==> src/rtl/instr_queue.sv <==
// ---------------------------------------------------------------------------
// instr_queue -- consumer end of the fetch interface.
//
// Buffers {instr, pc} pairs from fetch in a circular FIFO and presents them,
// in order, to decode/rename through a valid/ready handshake. The all-zero
// instruction is the end-of-trace marker: it is swallowed (never enqueued),
// closes the input side, and trace_done rises once the queue has drained.
//
// Optional feature macro: IQ_BYPASS_EN
//   defined   -> an arriving pair is handed straight to the output in the same
//                cycle when the queue is empty and decode is ready.
//   undefined -> no input-to-output combinational path (minimum latency one
//                cycle).
//
// Ports:
//   clk        rising-edge clock
//   reset_n    asynchronous active-low reset
//   in_valid   fetch presents a valid pair
//   in_instr   fetched instruction
//   in_pc      PC of in_instr
//   in_ready   queue accepts a pair this cycle (fetch PC write enable)
//   out_valid  head entry valid
//   out_instr  head instruction (0 when empty)
//   out_pc     head PC (0 when empty)
//   out_ready  decode consumes the head this cycle
//   flush      synchronous discard of all contents, highest priority
//   count      number of occupied entries
//   trace_done end-of-trace marker seen and queue empty
// ---------------------------------------------------------------------------
module instr_queue #(
    parameter int DEPTH   = 8,
    parameter int INSTR_W = 32,
    parameter int PC_W    = 12
) (
    input  logic                     clk,
    input  logic                     reset_n,
    input  logic                     in_valid,
    input  logic [INSTR_W-1:0]       in_instr,
    input  logic [PC_W-1:0]          in_pc,
    output logic                     in_ready,
    output logic                     out_valid,
    output logic [INSTR_W-1:0]       out_instr,
    output logic [PC_W-1:0]          out_pc,
    input  logic                     out_ready,
    input  logic                     flush,
    output logic [$clog2(DEPTH):0]   count,
    output logic                     trace_done
);

    localparam int AW = $clog2(DEPTH);
    localparam logic [AW:0] PTR_ONE  = {{AW{1'b0}}, 1'b1};
    localparam logic [AW:0] PTR_ZERO = {(AW+1){1'b0}};

    // Pointers carry an extra wrap bit so full and empty are distinguishable.
    logic [AW:0]        wptr_r;
    logic [AW:0]        rptr_r;
    logic [AW:0]        count_r;
    logic               eot_seen_r;

    logic [INSTR_W-1:0] mem_instr [0:DEPTH-1];
    logic [PC_W-1:0]    mem_pc    [0:DEPTH-1];

    logic               empty_s;
    logic               full_s;
    logic               accept_s;
    logic               is_marker_s;
    logic               bypass_s;
    logic               push_s;
    logic               pop_s;

    assign empty_s     = (wptr_r == rptr_r);
    assign full_s      = (wptr_r[AW-1:0] == rptr_r[AW-1:0]) && (wptr_r[AW] != rptr_r[AW]);
    assign in_ready    = !full_s && !eot_seen_r;
    assign accept_s    = in_valid && in_ready;
    assign is_marker_s = (in_instr == {INSTR_W{1'b0}});

`ifdef IQ_BYPASS_EN
    // Empty queue with decode ready: the pair flows through without storage.
    assign bypass_s = empty_s && accept_s && !is_marker_s && out_ready && !flush;
`else
    assign bypass_s = 1'b0;
`endif

    assign push_s     = accept_s && !is_marker_s && !bypass_s;
    assign pop_s      = !empty_s && out_ready;
    assign out_valid  = !empty_s || bypass_s;
    assign count      = count_r;
    assign trace_done = eot_seen_r && empty_s;

    // Head selection: bypass pair, stored head, or zero when nothing to show.
    always_comb begin
        out_instr = {INSTR_W{1'b0}};
        out_pc    = {PC_W{1'b0}};
        if (bypass_s) begin
            out_instr = in_instr;
            out_pc    = in_pc;
        end else if (!empty_s) begin
            out_instr = mem_instr[rptr_r[AW-1:0]];
            out_pc    = mem_pc[rptr_r[AW-1:0]];
        end else begin
            out_instr = {INSTR_W{1'b0}};
            out_pc    = {PC_W{1'b0}};
        end
    end

    // Storage array write; intentionally not reset, flush only moves pointers.
    always_ff @(posedge clk) begin
        if (push_s && !flush) begin
            mem_instr[wptr_r[AW-1:0]] <= in_instr;
            mem_pc[wptr_r[AW-1:0]]    <= in_pc;
        end
    end

    // Pointer, occupancy and end-of-trace state; flush overrides all traffic.
    always_ff @(posedge clk or negedge reset_n) begin
        if (!reset_n) begin
            wptr_r     <= PTR_ZERO;
            rptr_r     <= PTR_ZERO;
            count_r    <= PTR_ZERO;
            eot_seen_r <= 1'b0;
        end else if (flush) begin
            wptr_r     <= PTR_ZERO;
            rptr_r     <= PTR_ZERO;
            count_r    <= PTR_ZERO;
            eot_seen_r <= 1'b0;
        end else begin
            if (push_s) begin
                wptr_r <= wptr_r + PTR_ONE;
            end
            if (pop_s) begin
                rptr_r <= rptr_r + PTR_ONE;
            end
            if (accept_s && is_marker_s) begin
                eot_seen_r <= 1'b1;
            end
            case ({push_s, pop_s})
                2'b10:   count_r <= count_r + PTR_ONE;
                2'b01:   count_r <= count_r - PTR_ONE;
                default: count_r <= count_r;
            endcase
        end
    end

endmodule

==> config.mk <==
export PLATFORM = sky130hd
export DESIGN_NAME = instr_queue
export DESIGN_NICKNAME = d
export VERILOG_FILES = /design/src/rtl/instr_queue.sv
export SDC_FILE = /design/constraint.sdc
export NUM_CORES = 1
export LEC_CHECK = 0
export ABC_CLOCK_PERIOD_IN_PS = 4900
export CORE_AREA = 4 4 142 198
export CTS_BUF_LIST = sky130_fd_sc_hd__clkbuf_2
export DETAILED_ROUTE_END_ITERATION = 8
export DIE_AREA = 0 0 146 202
export PLACE_DENSITY = 0.8
export SKIP_CTS_REPAIR_TIMING = 1
export SYNTH_ARGS = -nofsm -noshare
export SYNTH_HDL_FRONTEND = slang
export SYNTH_SLANG_ARGS = --single-unit
==> constraint.sdc <==
create_clock -name clk -period 4.9 [get_ports clk]
set_input_delay 0.98 -clock clk [delete_from_list [all_inputs] [get_ports clk]]
set_output_delay 0.98 -clock clk [all_outputs]
set_load 0.01 [all_outputs]
# [Word-level counts from Yosys, hierarchy flattened]
# Memory sizes are Yosys's and may differ from the RTL's.
# Cells that the tools add are included.
[word_totals] ff_bits=13 latchBits=0 ramBits=352 mem_bits_ro=0 in_bits=49 out_inout_bits=51 n_memories=2
[memory_table] memory="mem_instr" words=8 word_bits=32 rd=1 rd_ports_with_merged_regs=0 wr=1 line_no="60" source="logic [INSTR_W-1:0] mem_instr [0:DEPTH-1];"
[memory_table] memory="mem_pc" words=8 word_bits=12 rd=1 rd_ports_with_merged_regs=0 wr=1 line_no="61" source="logic [PC_W-1:0] mem_pc [0:DEPTH-1];"
[classes] n_addsub=4 mul=0 div=0 n_lt_le_gt_ge=0 n_eq_ne=5 n_shift=0 mux=12 bitwise_logic=0 n_reduce_logical=18
[ops] operator="$logic_not 32->1" n=1
[ops] operator="$mux 32" n=1
[ops] operator="$mux 4" n=5
[ops] operator="$add 4x1->4 const B" n=3
[ops] operator="$mux 12" n=1
[ops] operator="$logic_and 1x1->1" n=8
[ops] operator="$pmux 4 s2" n=1
[ops] operator="$reduce_bool 2->1" n=3
[ops] operator="$logic_not 1->1" n=5
[ops] operator="$eq 4x4->1" n=1
[ops] operator="$mux 1" n=4
[ops] operator="$sub 4x1->4 const B" n=1
[ops] operator="$eq 3x3->1" n=1
[ops] operator="$reduce_bool 3->1" n=1
[ops] operator="$eq 2x1->1 const B" n=1
[ops] operator="$eq 2x2->1 const B" n=1
[ops] operator="$ne 1x1->1" n=1

# [Depth between registers and ports, before layout]
# Gate-level depths: netlist (run 1).
[logic_depth] word_depth=9 mapped_depth=11

# [Worst setup path before layout (run 1)]
# OpenSTA, ideal clock, no wires.
[synth_path] path_kind="input to register" startpoint="input port in_valid" endpoint="memory mem_instr[0][0] (enable)" setup_time_ps=500 arrival_ps=4822 setup_slack_ps=-422 cell_stages=5 n_path_buf=0 path_cell_list="nor2b_1 -> o41a_1 -> o21ai_2 -> or3_1 -> nor3_1"
[synth_via] elab_chain_cells=5
[synth_lines] element="from (decl)" line_no="37" source="input logic in_valid,"
[synth_lines] element="$logic_and 1x1->1" line_no="74" source="assign accept_s = in_valid && in_ready;"
[synth_lines] element="$logic_and 1x1->1" line_no="84" source="assign push_s = accept_s && !is_marker_s && !bypass_s;"
[synth_lines] element="$logic_and 1x1->1" line_no="108" source="if (push_s && !flush) begin"
[synth_lines] element="$mux 1" line_no="108"
[synth_lines] element="$mux 1 (not written as such)" line_no="109" source="mem_instr[wptr_r[AW-1:0]] <= in_instr;"
[synth_lines] element="to (decl)" line_no="60"
# No other way between the ends.

# [Worst setup path in the final report (run 1)]
[layout_path] startpoint="register rptr_r[1]" endpoint="output port out_pc[8]"
[layout_via] elab_chain_cells=2 word_cells_on_any_way=3 cone_classes="1 x eq/ne; 1 x mux; 1 x memory"
[layout_lines] element="from (decl)" line_no="56" source="logic [AW:0] rptr_r;"
[layout_lines] element="from (signal assigned)" line_no="131" source="rptr_r <= rptr_r + PTR_ONE;"
[layout_lines] element="$mem_v2 8x12 / $eq 4x4->1 (equally long branches)"
[layout_lines] element="$mux 12 *" line_no="97" source="end else if (!empty_s) begin"
[layout_lines] element="to (decl)" line_no="43" source="output logic [PC_W-1:0] out_pc,"
# Every way passes the cells marked *; elsewhere a longest branch is shown, timed or not.

==> impl_metrics.toml, run 1 <==
[run_status]
status = "finished clean"

[finish]
post-route-cell-area_um2 = 16500
drive_above_1_share_pct = 27.6
post-route-util_pct = 63.1
fin_cells = 1211
fin_nets = 887
area_growth_pct = 15.3
multi_input_comb_area_um2 = 3330
regArea_um2 = 10900
fillCellCount = 1742

[cts]
clock_path_buffers = 3
clk_latency_ps = 920
cts_tree = "yes"
clk_pin_slew_worst_paths_ps = 120
root_buffer = "clkbuf_2"
htree_levels = 3
cts_made_buffers = 81
cts.sinks = 365

[floorplanning]
start_util_pct = 54.7
num_rows = 70
die_h_um = 202
dieArea_um2 = 29500
fp.dieW_um = 146
ioPinCount = 100
core_um2 = 26200

[place]
dp_slack_ps = 416
dp_cells = 1075
place_congestion = 0.766
dp_hpwl_mm = 16.9
port_buffers = 99
placed_cell_area_um2 = 15800

[critical_path]
rrSetupSlack_ps = 1120
worst_path_max_delay_cell = "dfrtp_4"
crit_path_end_kind = "output pin"
worstSetupStartpointType = "flip-flop"
endpoint = "out_pc[8]"
path_delay_family = "buffers and inverters"
worst_ep_required_time_ps = 3920
critical_path_class = "reg -> out"
cp.buffers_inverters = 2
path_depth = 5
crit_arrival_ps = 3510
cp_max_fo = 57
r2r-start = "rptr_r[1]$_DFFE_PN0P_"
cp-startpoint = "rptr_r[1]$_DFFE_PN0P_"
r2r_end = "mem_pc[3][6]$_DFFE_PP_"
rr_worst_depth = 6
slowest_delay_ps = 800
crit_chain = "buf_6, mux4_2, mux2i_1, nor2_1, clkdlybuf4s50_1"

[grt]
grt_pass1_wl_mm = 45.2
antenna_found_initial = 3
grt_pass1_vias = 7993
grt_usage_pct = 20.1
grt_start_max_net_pins = 58
grt_overflow = 0

[yosys]
ys_seq_area_share_pct = 76.1
syn_avg_cell_area_um2 = 21.4
ys.flop_type = "edfxtp_1"
synth_edf_count = 352
ys_types = 38
yosys_warnings = 0
ys_seq_elements = 365
syn_area_um2 = 14300
async_flop_share_pct = 3.56
netlist_instances = 669
syn_nets = 722

[timing]
hold_violations = 0
max_freq_mhz = 223
setup_viol_count_final = 0
min_period_over_period_pct = 91.7
fin_crit_ps = 4490
relSlewSlack_pct = 26.6
fin_ws_ps = 408
finalSetupTns_ps = 0
whs_ps = 451
tightest_slew_ps = 1100
slew_violations = 0
grt_setup_unrepaired = "no"
final.setup_skew_ps = 76.5

[detailed_routing]
firstDrtPassIters = 5
route.vias.total = 7089
finalWirelength_mm = 28.7
post_drt_via_cell_ratio = 5.85
drc = 0
drtIter0Drc = 496
ant_nets = 0
wl_per_cell_um = 23.7

[flow_run]
maxCapViolations = 0

[pwr]
finalPower_mw = 6.66
power.density_nw_per_um2 = 403
leakagePower_nw = 5.22
max-vdd-ir-drop_mv = 0.234

[worst_hold_path]
hold_path.class = "in -> async"
## layer usage
layer	up-vias	wire [um]	GRT usage, %
met1	3655	10500	23.3
met4	0	858	8.94
met2	236	15700	35.7
met3	57	1660	4.87
met5	-	0	0
li1	3141	-	-
## power breakdown
| part | switching (mW) | leakage [nW] | total (mW) | internal, mW |
|---|---|---|---|---|
| Combinational | 0.617 | 1.33 | 1.30 | 0.684 |
| Clock | 1.10 | 0.538 | 1.82 | 0.722 |
| Sequential | 0.0596 | 3.35 | 3.54 | 3.48 |
| Total | 1.77 | 5.22 | 6.66 | 4.88 |
## cells by family (layout without fill, tap and decap cells)
family	count (synthesis)	count (layout)	share of synthesized area [%]
flops	365	365	76.1
compound gates	15	15	0.847
other cells	0	3	0
fa+ha+maj	4	4	0.350
xor+xnor	14	14	1.09
mux	138	138	17.4
simple gates	98	98	3.16
buf+inv	35	250	1.10
## sequential cells by signal, indices dropped and copies added (netlist names)
| signal | flops |
|---|---|
| rptr_r | 4 |
| count | 4 |
| mem_pc | 96 |
| eot_seen_r | 1 |
| mem_instr | 256 |
| wptr_r | 4 |
## placed cells by master (no fill, tap or decap), types with 3 or more instances in the layout
cell / synthesis / routed
mux2_1: 3 / 3
a21oi_1: 5 / 5
clkbuf_2: 0 / 111
clkinv_1: 0 / 12
edfxtp_1: 352 / 352
nand3_1: 5 / 5
nor4_1: 8 / 8
xnor2_1: 3 / 3
xor2_1: 8 / 8
nor2b_1: 3 / 3
nor2_1: 62 / 56
ha_1: 4 / 4
nand2b_1: 4 / 4
nand2_1: 4 / 4
mux4_2: 88 / 88
buf_4: 2 / 13
or3_1: 3 / 3
dfrtp_1: 13 / 10
nor2_4: 0 / 6
clkdlybuf4s50_1: 0 / 99
mux2i_1: 47 / 47
diode_2: 0 / 3
## worst min path at each step
stage | startpoint | to | slack [ps] | cells past startpoint
6_report | reset_n | wptr_r[0]$_DFFE_PN0P_ | 450 | 1
5_1_grt | reset_n | wptr_r[0]$_DFFE_PN0P_ | 450 | 1
4_1_cts | reset_n | wptr_r[0]$_DFFE_PN0P_ | 410 | 1
3_5_place_dp | eot_seen_r$_DFFE_PN0P_ | eot_seen_r$_DFFE_PN0P_ | 570 | 2
3_3_place_gp | eot_seen_r$_DFFE_PN0P_ | eot_seen_r$_DFFE_PN0P_ | 560 | 2
2_1_floorplan | eot_seen_r$_DFFE_PN0P_ | eot_seen_r$_DFFE_PN0P_ | 530 | 2
## synthesized netlist by cell type (2+ instances only)
library cell,number,area (um^2)
xnor2_1,3,26.3
nor2_1,62,233
a31oi_1,2,12.5
buf_4,2,15.0
ha_1,4,50.1
clkbuf_1,16,60.1
a21oi_1,5,25.0
nor2b_1,3,18.8
buf_1,5,18.8
or3_1,3,18.8
nand2_1,4,15.0
nand3_1,5,25.0
nand4_1,2,12.5
dfrtp_1,13,325
nand2b_1,4,25.0
edfxtp_1,352,10600
buf_2,9,45.0
xor2_1,8,70.1
xor2_2,2,32.5
mux2i_1,47,470
mux4_2,88,1980
mux2_1,3,33.8
nor3_1,4,20.0
nor4_1,8,50.1
o211ai_1,2,15.0
## worst reg2reg max path, delay by kind of cell (launching register included)
kind / cells / cell delay [ps]
AND/OR/NAND/NOR: 2 / 1270
flip-flops: 1 / 800
AO/OA/AOI/OAI: 2 / 570
buffers and inverters: 1 / 440
XOR/XNOR: 1 / 370
## layout make-up
cell class	count	share of cell area (%)
Antenna cell	3	0.0455
Clock buffer	111	3.36
Clock inverter	22	0.977
Inverter	2	0.0455
Multi-Input combinational cell	269	20.2
Sequential cell	365	66.0
Tap cell	324	2.45
Timing Repair Buffer	115	6.90
Power figures use the tool's default switching activity.
==> run 2, diff against run 1 <==
--- a/config.mk
+++ b/config.mk
@@ -6,10 +6,11 @@
 export NUM_CORES = 1
 export LEC_CHECK = 0
 export ABC_CLOCK_PERIOD_IN_PS = 4900
-export CORE_AREA = 4 4 142 198
+export CORE_AREA = 4 4 234 122
 export CTS_BUF_LIST = sky130_fd_sc_hd__clkbuf_2
 export DETAILED_ROUTE_END_ITERATION = 8
-export DIE_AREA = 0 0 146 202
+export DIE_AREA = 0 0 238 126
+export GPL_TIMING_DRIVEN = 0
 export PLACE_DENSITY = 0.8
 export SKIP_CTS_REPAIR_TIMING = 1
 export SYNTH_ARGS = -nofsm -noshare
==> run 2 against run 1 <==
  * Flip-flop and latch count unchanged
  * Non-clock buffer count rose by 29
  * Global-route usage rose by 0.56 points
  * Utilization rose by 0.98 points
  * Combinational power increased by 7%
  * First-iteration DRC count is 86% higher
  * Final cell count up 4.5%
  * Design area increased by 1.7%
  * Critical path type unchanged
==> impl_metrics.toml, run 2 (synthesis gave the netlist of run 1 again) <==
[run_status]
status = "finished clean"

[critical_path]
cp.buffers_inverters = 3
worstSetupStartpointType = "flip-flop"
crit_chain = "buf_1, buf_1, mux2i_1, nor2_1, clkdlybuf4s50_1"
crit_arrival_ps = 3800
worst_path_max_delay_cell = "buf_1"
cp_max_fo = 10
worst_ep_required_time_ps = 3920
path_delay_family = "buffers and inverters"
slowest_delay_ps = 840
critical_path_class = "reg -> out"
crit_top_cell = "buf_1"
crit_path_end_kind = "output pin"

[detailed_routing]
drc = 0
finalWirelength_mm = 30.4
drtIter0Drc = 924
ant_nets = 0
wl_per_cell_um = 24.0
firstDrtPassIters = 5
post_drt_via_cell_ratio = 5.90
route.vias.total = 7462

[floorplanning]
dieArea_um2 = 30000
start_util_pct = 54.6
die_h_um = 126
num_rows = 42
fp.dieW_um = 238
ioPinCount = 100
core_um2 = 26200

[cts]
clock_path_buffers = 3
clk_latency_ps = 860
cts.sinks = 365
root_buffer = "clkbuf_2"
cts_tree = "yes"
cts_made_buffers = 79
clk_pin_slew_worst_paths_ps = 120
htree_levels = 3

[pwr]
leakagePower_nw = 5.34
pwr-share-comb_pct = 20.8
switching_share_pct = 27.3
power.density_nw_per_um2 = 397
power_frac_clock_pct = 26.7
finalPower_mw = 6.67
p_seq_share_pct = 52.5
switchingPower_mw = 1.82
max-vdd-ir-drop_mv = 0.139
intPower_mw = 4.85

[place]
dp_cells = 1132
dp_hpwl_mm = 18.5
place_congestion = 0.830
port_buffers = 98

[worst_hold_path]
hold_path.class = "in -> async"

[timing]
finalSetupTns_ps = 0
grt_setup_unrepaired = "no"
slew_violations = 0
fin_crit_ps = 4780
relSlewSlack_pct = 30.9
min_period_over_period_pct = 97.6
final.setup_skew_ps = 40.9
setup_viol_count_final = 0
tightest_slew_ps = 1040
hold_violations = 0
max_freq_mhz = 209

[grt]
grt_overflow = 0
grt_pass1_vias = 7772
antenna_found_initial = 2
grt_usage_pct = 20.7
grt_start_max_net_pins = 28
grt_pass1_wl_mm = 46.6

[finish]
largest_register_ffs = 256
area_growth_pct = 17.3
final_common_cell = "edfxtp_1"
fillCellCount = 1727
final_cell_mix = "edfxtp_1 (352), clkbuf_2 (117), clkdlybuf4s50_1 (98)"
drive_above_1_share_pct = 27.7
fin_cells = 1265
fin_nets = 914

[flow_run]
maxCapViolations = 0
==> run 2: power groups by stage <==
stage	combinational (mW)	sequential (mW)	clock, mW
finish	1.39	3.50	1.78
CTS	1.41	3.50	1.81
global placement	1.36	3.57	0
global route	1.50	3.51	1.99
floorplan	0.793	3.57	0
detailed placement	1.40	3.57	0
==> run 2: stage by stage <==
stage / hold slack, ps / setup WS [ps] / instance area (um^2) / utilization [%]
6_report: 492 / 118 / 16800 / 64.1
5_1_grt: 479 / 19.4 / 16800 / 64.1
4_1_cts: 443 / 88.6 / 16800 / 64.0
3_5_place_dp: 578 / 672 / 16100 / 61.5
3_3_place_gp: 571 / -1860 / 15800 / 60.1
2_1_floorplan: 528 / 758 / 14300 / -
==> run 2: final timing paths <==
kind                                        startpoint                    endpoint  slack (ps)  depth (start not counted)
worst max register to register   rptr_r[1]$_DFFE_PN0P_  mem_instr[2][31]$_DFFE_PP_        1470                          9
max in group asynchronous                      reset_n        count[0]$_DFFE_PN0P_        3990                          1
worst min register to register  eot_seen_r$_DFFE_PN0P_      eot_seen_r$_DFFE_PN0P_         590                          2
worst max-delay path             rptr_r[2]$_DFFE_PN0P_                   out_pc[7]         120                          5
worst min-delay path                           reset_n       wptr_r[3]$_DFFE_PN0P_         490                          1
min in group clk                eot_seen_r$_DFFE_PN0P_      eot_seen_r$_DFFE_PN0P_         590                          2
==> run 2: area by class of cell <==
cell class | instances | area, um^2 | share of cell area, %
antenna | 1 | 2.50 | 0.0149
buffer | 33 | 150 | 0.894
clock buffer | 117 | 586 | 3.49
clock inverter | 15 | 86.3 | 0.514
inverter | 2 | 7.51 | 0.0447
multi-input combinational | 269 | 3330 | 19.9
sequential | 365 | 10900 | 64.9
tap | 352 | 440 | 2.62
timing repair buffer | 111 | 1290 | 7.70
==> run 2: routing by layer <==
layer | global-route usage [%] | vias up | share of wire (%)
met3 | 4.39 | 47 | 7.7
li1 | - | 3185 | -
met2 | 33.7 | 356 | 50
met4 | 5.39 | 2 | 1.4
met1 | 29.3 | 3872 | 41
met5 | 0 | - | 0.039
==> run 2: worst register-to-register path: cells and delay by family, from the launching register on <==
family,cells,cell delay (ps)
buffers and inverters,4,850
AND/OR/NAND/NOR,2,970
flip-flops,1,360
AO/OA/AOI/OAI,2,560
XOR/XNOR,1,360
